<file path="config.mk">
export PLATFORM = sky130hd
export DESIGN_NAME = wb_flash_block_loader_flat
export DESIGN_NICKNAME = d
export VERILOG_FILES = /design/src/rtl/wb_flash_block_loader_if.sv /design/src/rtl/wb_flash_block_loader.sv /design/src/flat_wrapper.sv
export SDC_FILE = /design/constraint.sdc
export NUM_CORES = 1
export LEC_CHECK = 0
export ABC_AREA = 1
export CORE_UTILIZATION = 54
export CTS_CLUSTER_DIAMETER = 60
export DETAILED_ROUTE_END_ITERATION = 8
export PLACE_DENSITY = 0.78
export SYNTH_ARGS = -nofsm -noshare
export SYNTH_HDL_FRONTEND = slang
export SYNTH_SLANG_ARGS = --single-unit
</file>
<file path="constraint.sdc">
create_clock -name wb_clk_i -period 4.4 [get_ports wb_clk_i]
set_input_delay 1.32 -clock wb_clk_i [delete_from_list [all_inputs] [get_ports wb_clk_i]]
set_output_delay 1.32 -clock wb_clk_i [all_outputs]
set_load 0.03 [all_outputs]
</file>
<file path="src/rtl/wb_flash_block_loader_if.sv">
// Bus bundle for the block loader: flash-side read master and RAM-side write master.
interface wb_flash_block_loader_if;
    logic [31:0] wbf_adr_o;
    logic        wbf_cyc_o;
    logic        wbf_stb_o;
    logic        wbf_we_o;
    logic [31:0] wbf_dat_i;
    logic        wbf_ack_i;
    logic [31:0] wbm_adr_o;
    logic [31:0] wbm_dat_o;
    logic [3:0]  wbm_sel_o;
    logic        wbm_cyc_o;
    logic        wbm_stb_o;
    logic        wbm_we_o;
    logic        wbm_ack_i;

    modport master (
        output wbf_adr_o, wbf_cyc_o, wbf_stb_o, wbf_we_o,
        input  wbf_dat_i, wbf_ack_i,
        output wbm_adr_o, wbm_dat_o, wbm_sel_o, wbm_cyc_o, wbm_stb_o, wbm_we_o,
        input  wbm_ack_i
    );

    modport slave (
        input  wbf_adr_o, wbf_cyc_o, wbf_stb_o, wbf_we_o,
        output wbf_dat_i, wbf_ack_i,
        input  wbm_adr_o, wbm_dat_o, wbm_sel_o, wbm_cyc_o, wbm_stb_o, wbm_we_o,
        output wbm_ack_i
    );
endinterface

</file>
<file path="src/rtl/wb_flash_block_loader.sv">
// Copies whole flash blocks into RAM through a small word FIFO, keeping a running checksum.
module wb_flash_block_loader #(
    parameter int unsigned BLOCK_BYTES = 512,
    parameter int unsigned FIFO_DEPTH  = 4,
    parameter int unsigned TIMEOUT     = 100000
) (
    input  logic        wb_clk_i,
    input  logic        wb_rst_i,
    input  logic        start_i,
    input  logic [23:0] src_addr_i,
    input  logic [31:0] dst_addr_i,
    input  logic [15:0] num_blocks_i,
    output logic        busy_o,
    output logic        done_o,
    output logic        error_o,
    output logic [31:0] checksum_o,
    wb_flash_block_loader_if.master bus
);
    localparam int unsigned WORDS = BLOCK_BYTES / 4;
    localparam int unsigned WCW   = $clog2(WORDS + 1);
    localparam int unsigned AW    = $clog2(FIFO_DEPTH);
    localparam int unsigned CW    = $clog2(FIFO_DEPTH + 1);
    localparam int unsigned TW    = $clog2(TIMEOUT + 1);

    typedef enum logic [2:0] {
        S_IDLE, S_F_OPEN, S_F_STREAM, S_F_GAP, S_F_DRAIN, S_DONE, S_ERROR
    } state_t;

    state_t          state, state_nxt;
    logic [23:0]     blk_addr;
    logic [15:0]     blks_left;
    logic [WCW-1:0]  words_acked, acked_nxt;
    logic            gap_q;
    logic [TW-1:0]   tmo_cnt;
    logic [31:0]     mem [FIFO_DEPTH];
    logic [AW-1:0]   wr_ptr, rd_ptr;
    logic [CW-1:0]   count, count_nxt;
    logic            m_req;
    logic [31:0]     m_adr;
    logic [31:0]     checksum;
    logic            done_q, error_q, f_stb;
    logic            f_cyc, push, pop, start_ok, last_ack, tmo_hit, stb_nxt, done_set;

    always_comb begin
        f_cyc     = (state == S_F_OPEN) || (state == S_F_STREAM);
        push      = f_cyc && bus.wbf_ack_i;
        pop       = m_req && bus.wbm_ack_i;
        start_ok  = start_i && ((state == S_IDLE) || (state == S_DONE) || (state == S_ERROR));
        last_ack  = push && (words_acked == WCW'(WORDS - 1));
        tmo_hit   = f_cyc && !push && (tmo_cnt == TW'(TIMEOUT - 1));
        acked_nxt = words_acked + WCW'(push);
        count_nxt = count + CW'(push) - CW'(pop);
    end

    always_ff @(posedge wb_clk_i) begin
        if (wb_rst_i) state <= S_IDLE;
        else          state <= state_nxt;
    end

    always_comb begin
        state_nxt = state;
        case (state)
            S_IDLE, S_DONE, S_ERROR:
                if (start_ok) state_nxt = (num_blocks_i == 16'd0) ? S_DONE : S_F_OPEN;
            S_F_OPEN:   state_nxt = last_ack ? S_F_GAP : S_F_STREAM;
            S_F_STREAM: if (last_ack) state_nxt = S_F_GAP;
            S_F_GAP:
                if (gap_q) state_nxt = (blks_left == 16'd0) ? S_F_DRAIN : S_F_OPEN;
            S_F_DRAIN:
                if ((count == '0) && !m_req) state_nxt = S_DONE;
            default:    state_nxt = S_IDLE;
        endcase
        if (tmo_hit) state_nxt = S_ERROR;
    end

    // stb is registered, so it is computed from post-edge occupancy: with >= 2 free slots
    // the one read that may complete while stb is still high always has room.
    always_comb begin
        stb_nxt  = ((state_nxt == S_F_OPEN) || (state_nxt == S_F_STREAM)) &&
                   (acked_nxt < WCW'(WORDS)) && (count_nxt <= CW'(FIFO_DEPTH - 2));
        done_set = (start_ok && (num_blocks_i == 16'd0)) ||
                   ((state == S_F_DRAIN) && (state_nxt == S_DONE));
    end

    always_ff @(posedge wb_clk_i) begin
        if (push) mem[wr_ptr] <= bus.wbf_dat_i;
    end

    always_ff @(posedge wb_clk_i) begin
        if (wb_rst_i) begin
            blk_addr    <= '0;
            blks_left   <= '0;
            words_acked <= '0;
            gap_q       <= 1'b0;
            tmo_cnt     <= '0;
            wr_ptr      <= '0;
            rd_ptr      <= '0;
            count       <= '0;
            m_req       <= 1'b0;
            m_adr       <= '0;
            checksum    <= '0;
            done_q      <= 1'b0;
            error_q     <= 1'b0;
            f_stb       <= 1'b0;
        end else begin
            done_q <= done_set;
            f_stb  <= stb_nxt;
            gap_q  <= (state == S_F_GAP) && !gap_q;
            if (start_ok) begin
                blk_addr    <= src_addr_i;
                blks_left   <= num_blocks_i;
                m_adr       <= dst_addr_i;
                checksum    <= '0;
                error_q     <= 1'b0;
                words_acked <= '0;
                tmo_cnt     <= '0;
                wr_ptr      <= '0;
                rd_ptr      <= '0;
                count       <= '0;
                m_req       <= 1'b0;
            end else begin
                tmo_cnt <= (!f_cyc || push) ? '0 : tmo_cnt + TW'(1);
                if (push) wr_ptr <= wr_ptr + AW'(1);
                if (pop) begin
                    rd_ptr   <= rd_ptr + AW'(1);
                    checksum <= checksum + mem[rd_ptr];
                    m_adr    <= m_adr + 32'd4;
                end
                count <= count_nxt;
                // one idle cycle after every RAM ack falls out of re-arming only from m_req=0
                if (pop)                          m_req <= 1'b0;
                else if (!m_req && count != '0)   m_req <= 1'b1;
                words_acked <= acked_nxt;
                if (last_ack) begin
                    words_acked <= '0;
                    blks_left   <= blks_left - 16'd1;
                end
                if ((state == S_F_GAP) && (state_nxt == S_F_OPEN))
                    blk_addr <= blk_addr + 24'(BLOCK_BYTES);
                if (tmo_hit) begin
                    error_q     <= 1'b1;
                    tmo_cnt     <= '0;
                    words_acked <= '0;
                    wr_ptr      <= '0;
                    rd_ptr      <= '0;
                    count       <= '0;
                    m_req       <= 1'b0;
                end
            end
        end
    end

    assign busy_o     = (state == S_F_OPEN) || (state == S_F_STREAM) ||
                        (state == S_F_GAP)  || (state == S_F_DRAIN);
    assign done_o     = done_q;
    assign error_o    = error_q;
    assign checksum_o = checksum;

    assign bus.wbf_adr_o = {8'h00, blk_addr};
    assign bus.wbf_cyc_o = f_cyc;
    assign bus.wbf_stb_o = f_stb;
    assign bus.wbf_we_o  = 1'b0;
    assign bus.wbm_adr_o = m_adr;
    assign bus.wbm_dat_o = m_req ? mem[rd_ptr] : '0;
    assign bus.wbm_sel_o = 4'hF;
    assign bus.wbm_cyc_o = m_req;
    assign bus.wbm_stb_o = m_req;
    assign bus.wbm_we_o  = m_req;
endmodule
</file>
<file path="src/flat_wrapper.sv">
// flat-port wrapper written by rule: the top's interface ports become plain ports
module wb_flash_block_loader_flat 
#(
    parameter int unsigned BLOCK_BYTES = 512,
    parameter int unsigned FIFO_DEPTH  = 4,
    parameter int unsigned TIMEOUT     = 100000
)
  (wb_clk_i, wb_rst_i, start_i, src_addr_i, dst_addr_i, num_blocks_i, busy_o, done_o, error_o, checksum_o, bus_wbf_adr_o, bus_wbf_cyc_o, bus_wbf_stb_o, bus_wbf_we_o, bus_wbf_dat_i, bus_wbf_ack_i, bus_wbm_adr_o, bus_wbm_dat_o, bus_wbm_sel_o, bus_wbm_cyc_o, bus_wbm_stb_o, bus_wbm_we_o, bus_wbm_ack_i);
  wb_flash_block_loader_if bus_i ();
  input  logic wb_clk_i;
  input  logic wb_rst_i;
  input  logic start_i;
  input  logic [23:0] src_addr_i;
  input  logic [31:0] dst_addr_i;
  input  logic [15:0] num_blocks_i;
  output logic busy_o;
  output logic done_o;
  output logic error_o;
  output logic [31:0] checksum_o;
  output wire logic [$bits(bus_i.wbf_adr_o)-1:0] bus_wbf_adr_o;
  output wire logic [$bits(bus_i.wbf_cyc_o)-1:0] bus_wbf_cyc_o;
  output wire logic [$bits(bus_i.wbf_stb_o)-1:0] bus_wbf_stb_o;
  output wire logic [$bits(bus_i.wbf_we_o)-1:0] bus_wbf_we_o;
  input wire logic [$bits(bus_i.wbf_dat_i)-1:0] bus_wbf_dat_i;
  input wire logic [$bits(bus_i.wbf_ack_i)-1:0] bus_wbf_ack_i;
  output wire logic [$bits(bus_i.wbm_adr_o)-1:0] bus_wbm_adr_o;
  output wire logic [$bits(bus_i.wbm_dat_o)-1:0] bus_wbm_dat_o;
  output wire logic [$bits(bus_i.wbm_sel_o)-1:0] bus_wbm_sel_o;
  output wire logic [$bits(bus_i.wbm_cyc_o)-1:0] bus_wbm_cyc_o;
  output wire logic [$bits(bus_i.wbm_stb_o)-1:0] bus_wbm_stb_o;
  output wire logic [$bits(bus_i.wbm_we_o)-1:0] bus_wbm_we_o;
  input wire logic [$bits(bus_i.wbm_ack_i)-1:0] bus_wbm_ack_i;
  assign bus_wbf_adr_o = bus_i.wbf_adr_o;
  assign bus_wbf_cyc_o = bus_i.wbf_cyc_o;
  assign bus_wbf_stb_o = bus_i.wbf_stb_o;
  assign bus_wbf_we_o = bus_i.wbf_we_o;
  assign bus_i.wbf_dat_i = bus_wbf_dat_i;
  assign bus_i.wbf_ack_i = bus_wbf_ack_i;
  assign bus_wbm_adr_o = bus_i.wbm_adr_o;
  assign bus_wbm_dat_o = bus_i.wbm_dat_o;
  assign bus_wbm_sel_o = bus_i.wbm_sel_o;
  assign bus_wbm_cyc_o = bus_i.wbm_cyc_o;
  assign bus_wbm_stb_o = bus_i.wbm_stb_o;
  assign bus_wbm_we_o = bus_i.wbm_we_o;
  assign bus_i.wbm_ack_i = bus_wbm_ack_i;
  wb_flash_block_loader #(.BLOCK_BYTES(BLOCK_BYTES), .FIFO_DEPTH(FIFO_DEPTH), .TIMEOUT(TIMEOUT)) u_core (.wb_clk_i(wb_clk_i), .wb_rst_i(wb_rst_i), .start_i(start_i), .src_addr_i(src_addr_i), .dst_addr_i(dst_addr_i), .num_blocks_i(num_blocks_i), .busy_o(busy_o), .done_o(done_o), .error_o(error_o), .checksum_o(checksum_o), .bus(bus_i));
endmodule
</file>
==> key figures, run 1 <==
STA
  • Post-route setup slack: 0.342 ns
  • TNS Setup: 0 ns
  • FMAX: 246 MHz
  • Relative slew slack: 0.354
  • Final Hold Viols: 0
  • Measured slew at the worst slew-check pin: 0.965 ns
  • Final setup viols: 0
  • Hold slack: 0.453 ns
  • RSZ-0062 raised after global routing: false
  • Period minus WS final: 4.06 ns
  • Fin. max-slew vios: 0
  • Clk_skew: 0.0316 ns
  • Crit share post-route: 0.922

Floorplan
  • Initial core utilization: 0.548
  • Row count: 60
  • Die X-Extent: 167 um
  • Die height: 167 um
  • Full die area: approximately 28000 um2
  • CORE AREA: 26900 um2
  • I/O pin count: 250

Yosys
  • Avg Inst Size Synth: 7.55 um2
  • Synth unique cells: 46
  • Synth Register Bits: 274
  • Post-Synth Adder-Cell Area: 0.0393
  • Synthesized area: ~15000 um2
  • Post-synthesis compound-gate area fraction: 0.118
  • Yosys warning total: 0
  • Mux contribution to synthesized area: 0
  • Seq/Total Area, Yosys: 0.460
  • Xor/xnor cell area share of the yosys netlist: 0.0345
  • EDFF count, synth: 128
  • Syn Inst Count: around 1900
  • Simple logic cell fraction of the synthesized area: 0.273
  • Post-synth top flop: dfxtp_1
  • Fraction of registers with async set/reset: 0
  • Largest family of logic cells by synthesized area: simple AND/OR/NAND/NOR gates

Critical path
  • Critical Path Start Type: flop
  • Critical-path maximum fanout: 53
  • FF-to-FF path depth: 18
  • Critical path required time: 3.08 ns
  • Crit Path Category: flop to output pin
  • Crit end category: output pin
  • Worst R2R Setup Slack: about 0.9 ns
  • FF-to-FF End: u_core.checksum_o[28]
  • Critical path arrival: around 2.7 ns

Global routing
  • Grt ovf: 0
  • Largest net degree at the start of global routing: 102
  • Antenna violations before repair: 1
  • Vias in the first global route: ~13000
  • Gr usage total: 0.303
  • First-pass GRT wire length: 68000 um

Clock tree
  • Cts repair resizes: 0
  • Sink Count: 274
  • Hold-fix buffers, CTS: 0
  • Worst skew pair latency: around 0.57 ns
  • Clk slew on worst S/H paths: 0.06 ns
  • Root Buffer: clkbuf_16
  • H-Tree Level Count: 1
  • Post-CTS setup buffers: 0
  • CTS tree: yes
  • CTS Buffer Depth: 3
  • TritonCTS Buffers: 29

Power
  • Switching share of power: 0.423
  • Peak supply drop: ~0.50 mV
  • Clock share of power: 0.231
  • Combinational share of power: 0.445
  • Tot Pwr: roughly 11 mW
  • Internal power: 6.25 mW
  • P_sw: about 4.6 mW
  • PwrDens: between 500 and 600 nW/um2
  • Static leakage: 7.49 nW
  • Sequential Power Share: 0.323

Cells and area
  • Layout cells sized above 1: 0.0529
  • Nets: between 2000 and 2500
  • Area delta synth->final: 24.9%
  • Layout fillers: 2241
  • Fin util: 0.684

Placement
  • Place WS: 0.638 ns
  • GPL Wtd Cong: 0.989
  • Input/output buffers: roughly 240
  • DP HPWL: 30800 um

Drt
  • WL/cell: 16.8 um
  • DRC errors left: 0
  • Total iterations of the first detailed-routing run: 6
  • Total number of vias: 13800
  • Post-route ant nets: 0
  • DRT iter0 DRCs: 1132
  • Total Wirelength: roughly 42000 um
  • Vias/cell: 5.45

Worst hold path
  • Worst hold path cell count: 1
  • Tightest Hold Check Type: flop to flop
  • Hold worst-path end: u_core.tmo_cnt[0]
  • Hold Crit Start: u_core.tmo_cnt[0]

Outcome
  • Status: finished clean

Flow run
  • Max Cap Viol: 0
==> layout make-up <==
cell class	count	area [um2]	share of cell area
Multi-Input combinational cell	1414	6900	0.376
Timing Repair Buffer	258	2570	0.140
Sequential cell	274	6770	0.368
Inverter	193	724	0.0394
Antenna cell	1	2.50	0.000136
Tap cell	341	427	0.0232
Clock inverter	20	223	0.0121
Clock buffer	34	754	0.0411
==> worst max-delay path, cell delays in order, from the launching register on <==
cell and delay (ns):
dfxtp_2 0.34, buf_4 0.49, nor2_1 0.11, nor2_1 0.14, o21ai_0 0.16, a21oi_1 0.23
clkdlybuf4s50_1 0.71
==> how the worst max path moves through the flow <==
stage	to	cells past startpoint
floorplan	u_core.bus.wbf_stb_o	13
global placement	u_core.blk_addr[10]	8
detailed placement	u_core.blk_addr[11]	8
CTS	bus_wbm_dat_o[11]	6
global route	bus_wbm_dat_o[20]	6
finish	bus_wbm_dat_o[11]	6
==> synthesized netlist by cell type, drive strengths merged (15+ instances only) <==
cell type,count,area (um2)
a21oi,113,569
nor2,383,1470
xnor2,15,131
nand2,409,1540
nand4,15,93.8
o211ai,18,135
clkbuf,36,135
nor3,35,180
dfxtp,146,2920
ha,43,538
inv,193,724
xor2,43,377
buf,43,251
nand3,113,581
o21ai,148,741
edfxtp,128,3840
==> state kept, by name, indices dropped and copies added (netlist names), 2 cells and up, named ones only <==
signal                flops
u_core.blk_addr          24
u_core.blks_left         16
u_core.bus.wbm_adr_o     32
u_core.checksum_o        32
u_core.count              3
u_core.mem              128
u_core.rd_ptr             2
u_core.state              3
u_core.tmo_cnt           17
u_core.words_acked        8
u_core.wr_ptr             2
==> cell usage in the layout, fill, tap and decap left out, types with 3 or more instances in the layout <==
cell	n
nand2_1	408
nor2_1	372
clkdlybuf4s50_1	220
inv_1	191
o21ai_0	148
dfxtp_1	145
edfxtp_1	128
a21oi_1	112
nand3_1	110
xor2_1	43
ha_1	43
nor3_1	34
buf_4	31
clkbuf_16	29
o211ai_1	18
xnor2_1	15
nand4_1	15
a31oi_1	13
conb_1	13
or2_2	12
buf_12	7
nor2_2	6
a21o_1	6
clkinv_2	6
nor2_4	5
nor4_1	5
o22ai_1	5
o21bai_1	4
bufinv_16	4
clkinv_1	4
clkbuf_1	4
nand3_2	3
nor3b_1	3
==> cells by family after synthesis <==
family	count (synthesis)
compound gates	319
flops	274
simple gates	979
other cells	2
xor+xnor	58
buf+inv	272
fa+ha+maj	45
==> metal layers <==
layer / routed length, um / track usage
met1: 17400 / 0.383
met2: 20700 / 0.532
met3: 3240 / 0.0520
met4: 1060 / 0.0857
met5: 0 / 0
==> stage by stage <==
step	instance area (um2)	cells
2_1_floorplan	14800	1960
3_3_place_gp	17400	2480
3_5_place_dp	17400	2480
4_1_cts	18400	2534
5_1_grt	18400	2534
6_report	18400	2535
==> power by group through the flow <==
stage / logic [mW] / clock network, mW / registers (mW)
after floorplan: 2.77 / 0 / 3.91
after global placement: 4.70 / 0 / 3.53
after detailed placement: 4.78 / 0 / 3.55
after CTS: 4.81 / 2.53 / 3.49
after global routing: 5.30 / 2.63 / 3.55
final: 4.82 / 2.51 / 3.50
(Power assumes the default switching activity.)
==> run 2, diff against run 1 <==
--- a/config.mk
+++ b/config.mk
@@ -5,8 +5,8 @@
 export SDC_FILE = /design/constraint.sdc
 export NUM_CORES = 1
 export LEC_CHECK = 0
-export ABC_AREA = 1
-export CORE_UTILIZATION = 54
+export ABC_AREA = 0
+export CORE_UTILIZATION = 53
 export CTS_CLUSTER_DIAMETER = 60
 export DETAILED_ROUTE_END_ITERATION = 8
 export PLACE_DENSITY = 0.78
==> run 2 against run 1 <==
Worst setup slack got worse by 0.14 ns. Total power decreased by 42%. Clock skew decreased by 0.016 ns. Synthesized cell count decreased by 37%. Design area decreased by 8.9%. Count of clock-buffer cells in the layout increased by 11. Die area decreased by 9.2%. Hold slack got worse by 0.00081 ns. Sequential share of layout area increased by 3.6 points. Largest power group is now sequential cells. Utilization increased by 0.43 points. Critical path depth decreased by 2.
==> key figures, run 2 <==
STA
  • Fin. max-slew vios: 0
  • RSZ-0062 raised after global routing: false
  • Period minus WS final: 4.19 ns
  • Crit share post-route: 0.953
  • FMAX: 238 MHz
  • Final setup viols: 0
  • Post-route setup slack: 0.206 ns
  • Final Hold Viols: 0
  • Relative slew slack: 0.423
  • TNS Setup: 0 ns
  • Measured slew at the worst slew-check pin: 0.865 ns
  • Clk_skew: 0.0161 ns

Cells and area
  • Footprint of the multi-input gates: 5940 um2
  • Nets: 1613
  • Most common cell after layout, fill and taps aside: clkdlybuf4s50_1
  • Post-route cell area: 16700 um2
  • Commonest cells after routing, fill and taps aside: 235 x clkdlybuf4s50_1, 145 x dfxtp_1, 131 x nor2_1
  • Max reg flops: 128
  • Layout cells sized above 1: 0.0850
  • Sequential cell area: 6770 um2
  • Layout fillers: around 1900
  • Most flop-heavy register: u_core.mem
  • Area delta synth->final: 27.7%

Global routing
  • GRT busiest layer: met2
  • GRT met2 Usage: 0.438
  • Antenna violations before repair: 2
  • Grt ovf: 0
  • Vias in the first global route: 10100
  • GRT met3 Usage: 0.0482
  • First-pass GRT wire length: 52900 um
  • Largest net degree at the start of global routing: 79
  • Gr usage total: 0.258
  • Global routing met1 resource utilization: 0.336

Placement
  • GPL Wtd Cong: about 0.90
  • Input/output buffers: 236
  • Place WS: roughly 0.55 ns
  • Placed cell area: approximately 16000 um2
  • DP HPWL: 23400 um

Floorplan
  • Die X-Extent: ~160 um
  • Initial core utilization: 0.539
  • CORE AREA: 24300 um2
  • Die height: around 160 um
  • Full die area: 25400 um2
  • I/O pin count: 250
  • Row count: 57

Drt
  • Total iterations of the first detailed-routing run: 5
  • Vias/cell: 5.72
  • WL/cell: between 15 and 20 um
  • Total Wirelength: 32800 um
  • DRT iter0 DRCs: around 840
  • DRC errors left: 0
  • Post-route ant nets: 0
  • Total number of vias: 10300

Critical path
  • CP peak stage delay: 0.65 ns
  • CP cell instances: buf_12, mux4_2, and2_1, clkdlybuf4s50_1
  • Crit Path Category: flop to output pin
  • Critical path arrival: 2.87 ns
  • Slowest library cell on the worst path: dfxtp_2
  • FF-to-FF End: u_core.checksum_o[28]
  • FF-to-FF path depth: 10
  • Worst R2R Setup Slack: 0.61 ns
  • Critical-path maximum fanout: 20
  • Critical Path Start Type: flop
  • Crit end category: output pin
  • Critical path required time: 3.08 ns

Yosys
  • Synth unique cells: 73
  • Post-synth top flop: dfxtp_1
  • Synth top area share: 0.293
  • EDFF count, synth: approximately 130
  • Yosys warning total: 0
  • Fraction of registers with async set/reset: 0
  • Most area-consuming cells after synthesis: edfxtp_1 29%, dfxtp_1 22%, mux4_2 5.5%
  • Post-synth top cells: 146 x dfxtp_1, 131 x nor2_1, 128 x edfxtp_1
  • Seq/Total Area, Yosys: 0.516
  • Most common cell in the netlist: dfxtp_1
  • Avg Inst Size Synth: approximately 11 um2
  • Synth Register Bits: ~270
  • Synthesized area: between 10000 and 15000 um2
  • Syn Inst Count: 1226
  • Synth area leader: edfxtp_1

Clock tree
  • Clk slew on worst S/H paths: 0.06 ns
  • Post-CTS setup buffers: 0
  • CTS tree: yes
  • Worst skew pair latency: 0.56 ns
  • CTS Buffer Depth: 3
  • Root Buffer: clkbuf_16
  • Sink Count: 274
  • Cts repair resizes: 0
  • H-Tree Level Count: 1
  • Hold-fix buffers, CTS: 0
  • TritonCTS Buffers: 31

Power
  • Static leakage: 5.98 nW
  • PwrDens: between 300 and 400 nW/um2
  • Tot Pwr: 6.28 mW
  • Peak supply drop: 0.319 mV

Outcome
  • Status: finished clean

Worst hold path
  • Tightest Hold Check Type: flop to flop
  • Hold worst-path end: u_core.blk_addr[2]
  • Worst hold path cell count: 2
  • Hold Crit Start: u_core.blk_addr[2]

Flow run
  • Max Cap Viol: 0
## run 2: cell count changes in the layout (fill, tap and decap cells not counted), moves of 19 or more
cell,previous run,this run
a211oi_1,1,36
a21oi_1,112,72
and2_1,0,39
inv_1,191,28
mux4_2,0,32
nand2_1,408,109
nand3_1,110,41
nor2_1,372,131
o21ai_0,148,39
or3_1,1,20
xnor2_1,15,37
## run 2: per-stage QoR
step	util	hold WS (ns)	instances
2_1_floorplan	-	0.430	1237
3_3_place_gp	0.649	0.442	1750
3_5_place_dp	0.649	0.447	1750
4_1_cts	0.688	0.455	1806
5_1_grt	0.688	0.477	1806
6_report	0.688	0.452	1807
## run 2: cell type report
class,count,share of cell area
Multi-Input combinational cell,862,0.355
Tap cell,324,0.0242
Clock buffer,45,0.0525
Inverter,30,0.00673
Antenna cell,1,0.000150
Sequential cell,274,0.404
Timing Repair Buffer,260,0.152
Clock inverter,11,0.00449
## run 2: worst max-delay path by stage
stage,end,startpoint,cells after the start
after floorplan,u_core.checksum_o[29],flop,12
after global placement,u_core.bus.wbm_adr_o[28],bus_wbm_ack_i,8
after detailed placement,u_core.bus.wbm_adr_o[26],bus_wbm_ack_i,8
after CTS,bus_wbm_dat_o[29],flop,4
after global routing,bus_wbm_dat_o[29],flop,4
final,bus_wbm_dat_o[29],flop,4
## run 2: cells by family after synthesis
logic type / share of synthesized area
multiplexers: 0.0590
flip-flops: 0.516
AO/OA/AOI/OAI: 0.121
adder cells (fa/ha/maj): 0.0441
buffers and inverters: 0.0341
other: 0.000573
AND/OR/NAND/NOR: 0.170
XOR/XNOR: 0.0548
## run 2: critical path: cells and delay by family, from the launching register on
kind,cells,cell delay (ns)
buf+inv,2,0.86
flops,1,0.65
mux,1,0.58
simple gates,1,0.19
## run 2: metal layers
layer  wire length (um)  share of wire  vias up
met2              15400           0.47      380
met4               1020          0.031        2
met3               2280          0.069       69
met1              14100           0.43     4930
met5                 13        0.00040        -
li1                   -              -     4950
## run 2: report_power, final
group          switching, mW  internal [mW]  leakage, nW  total, mW
logic                  0.582          0.432         3.14       1.01
clock network           1.01           1.39        0.482       2.40
registers             0.0955           2.77         2.35       2.86
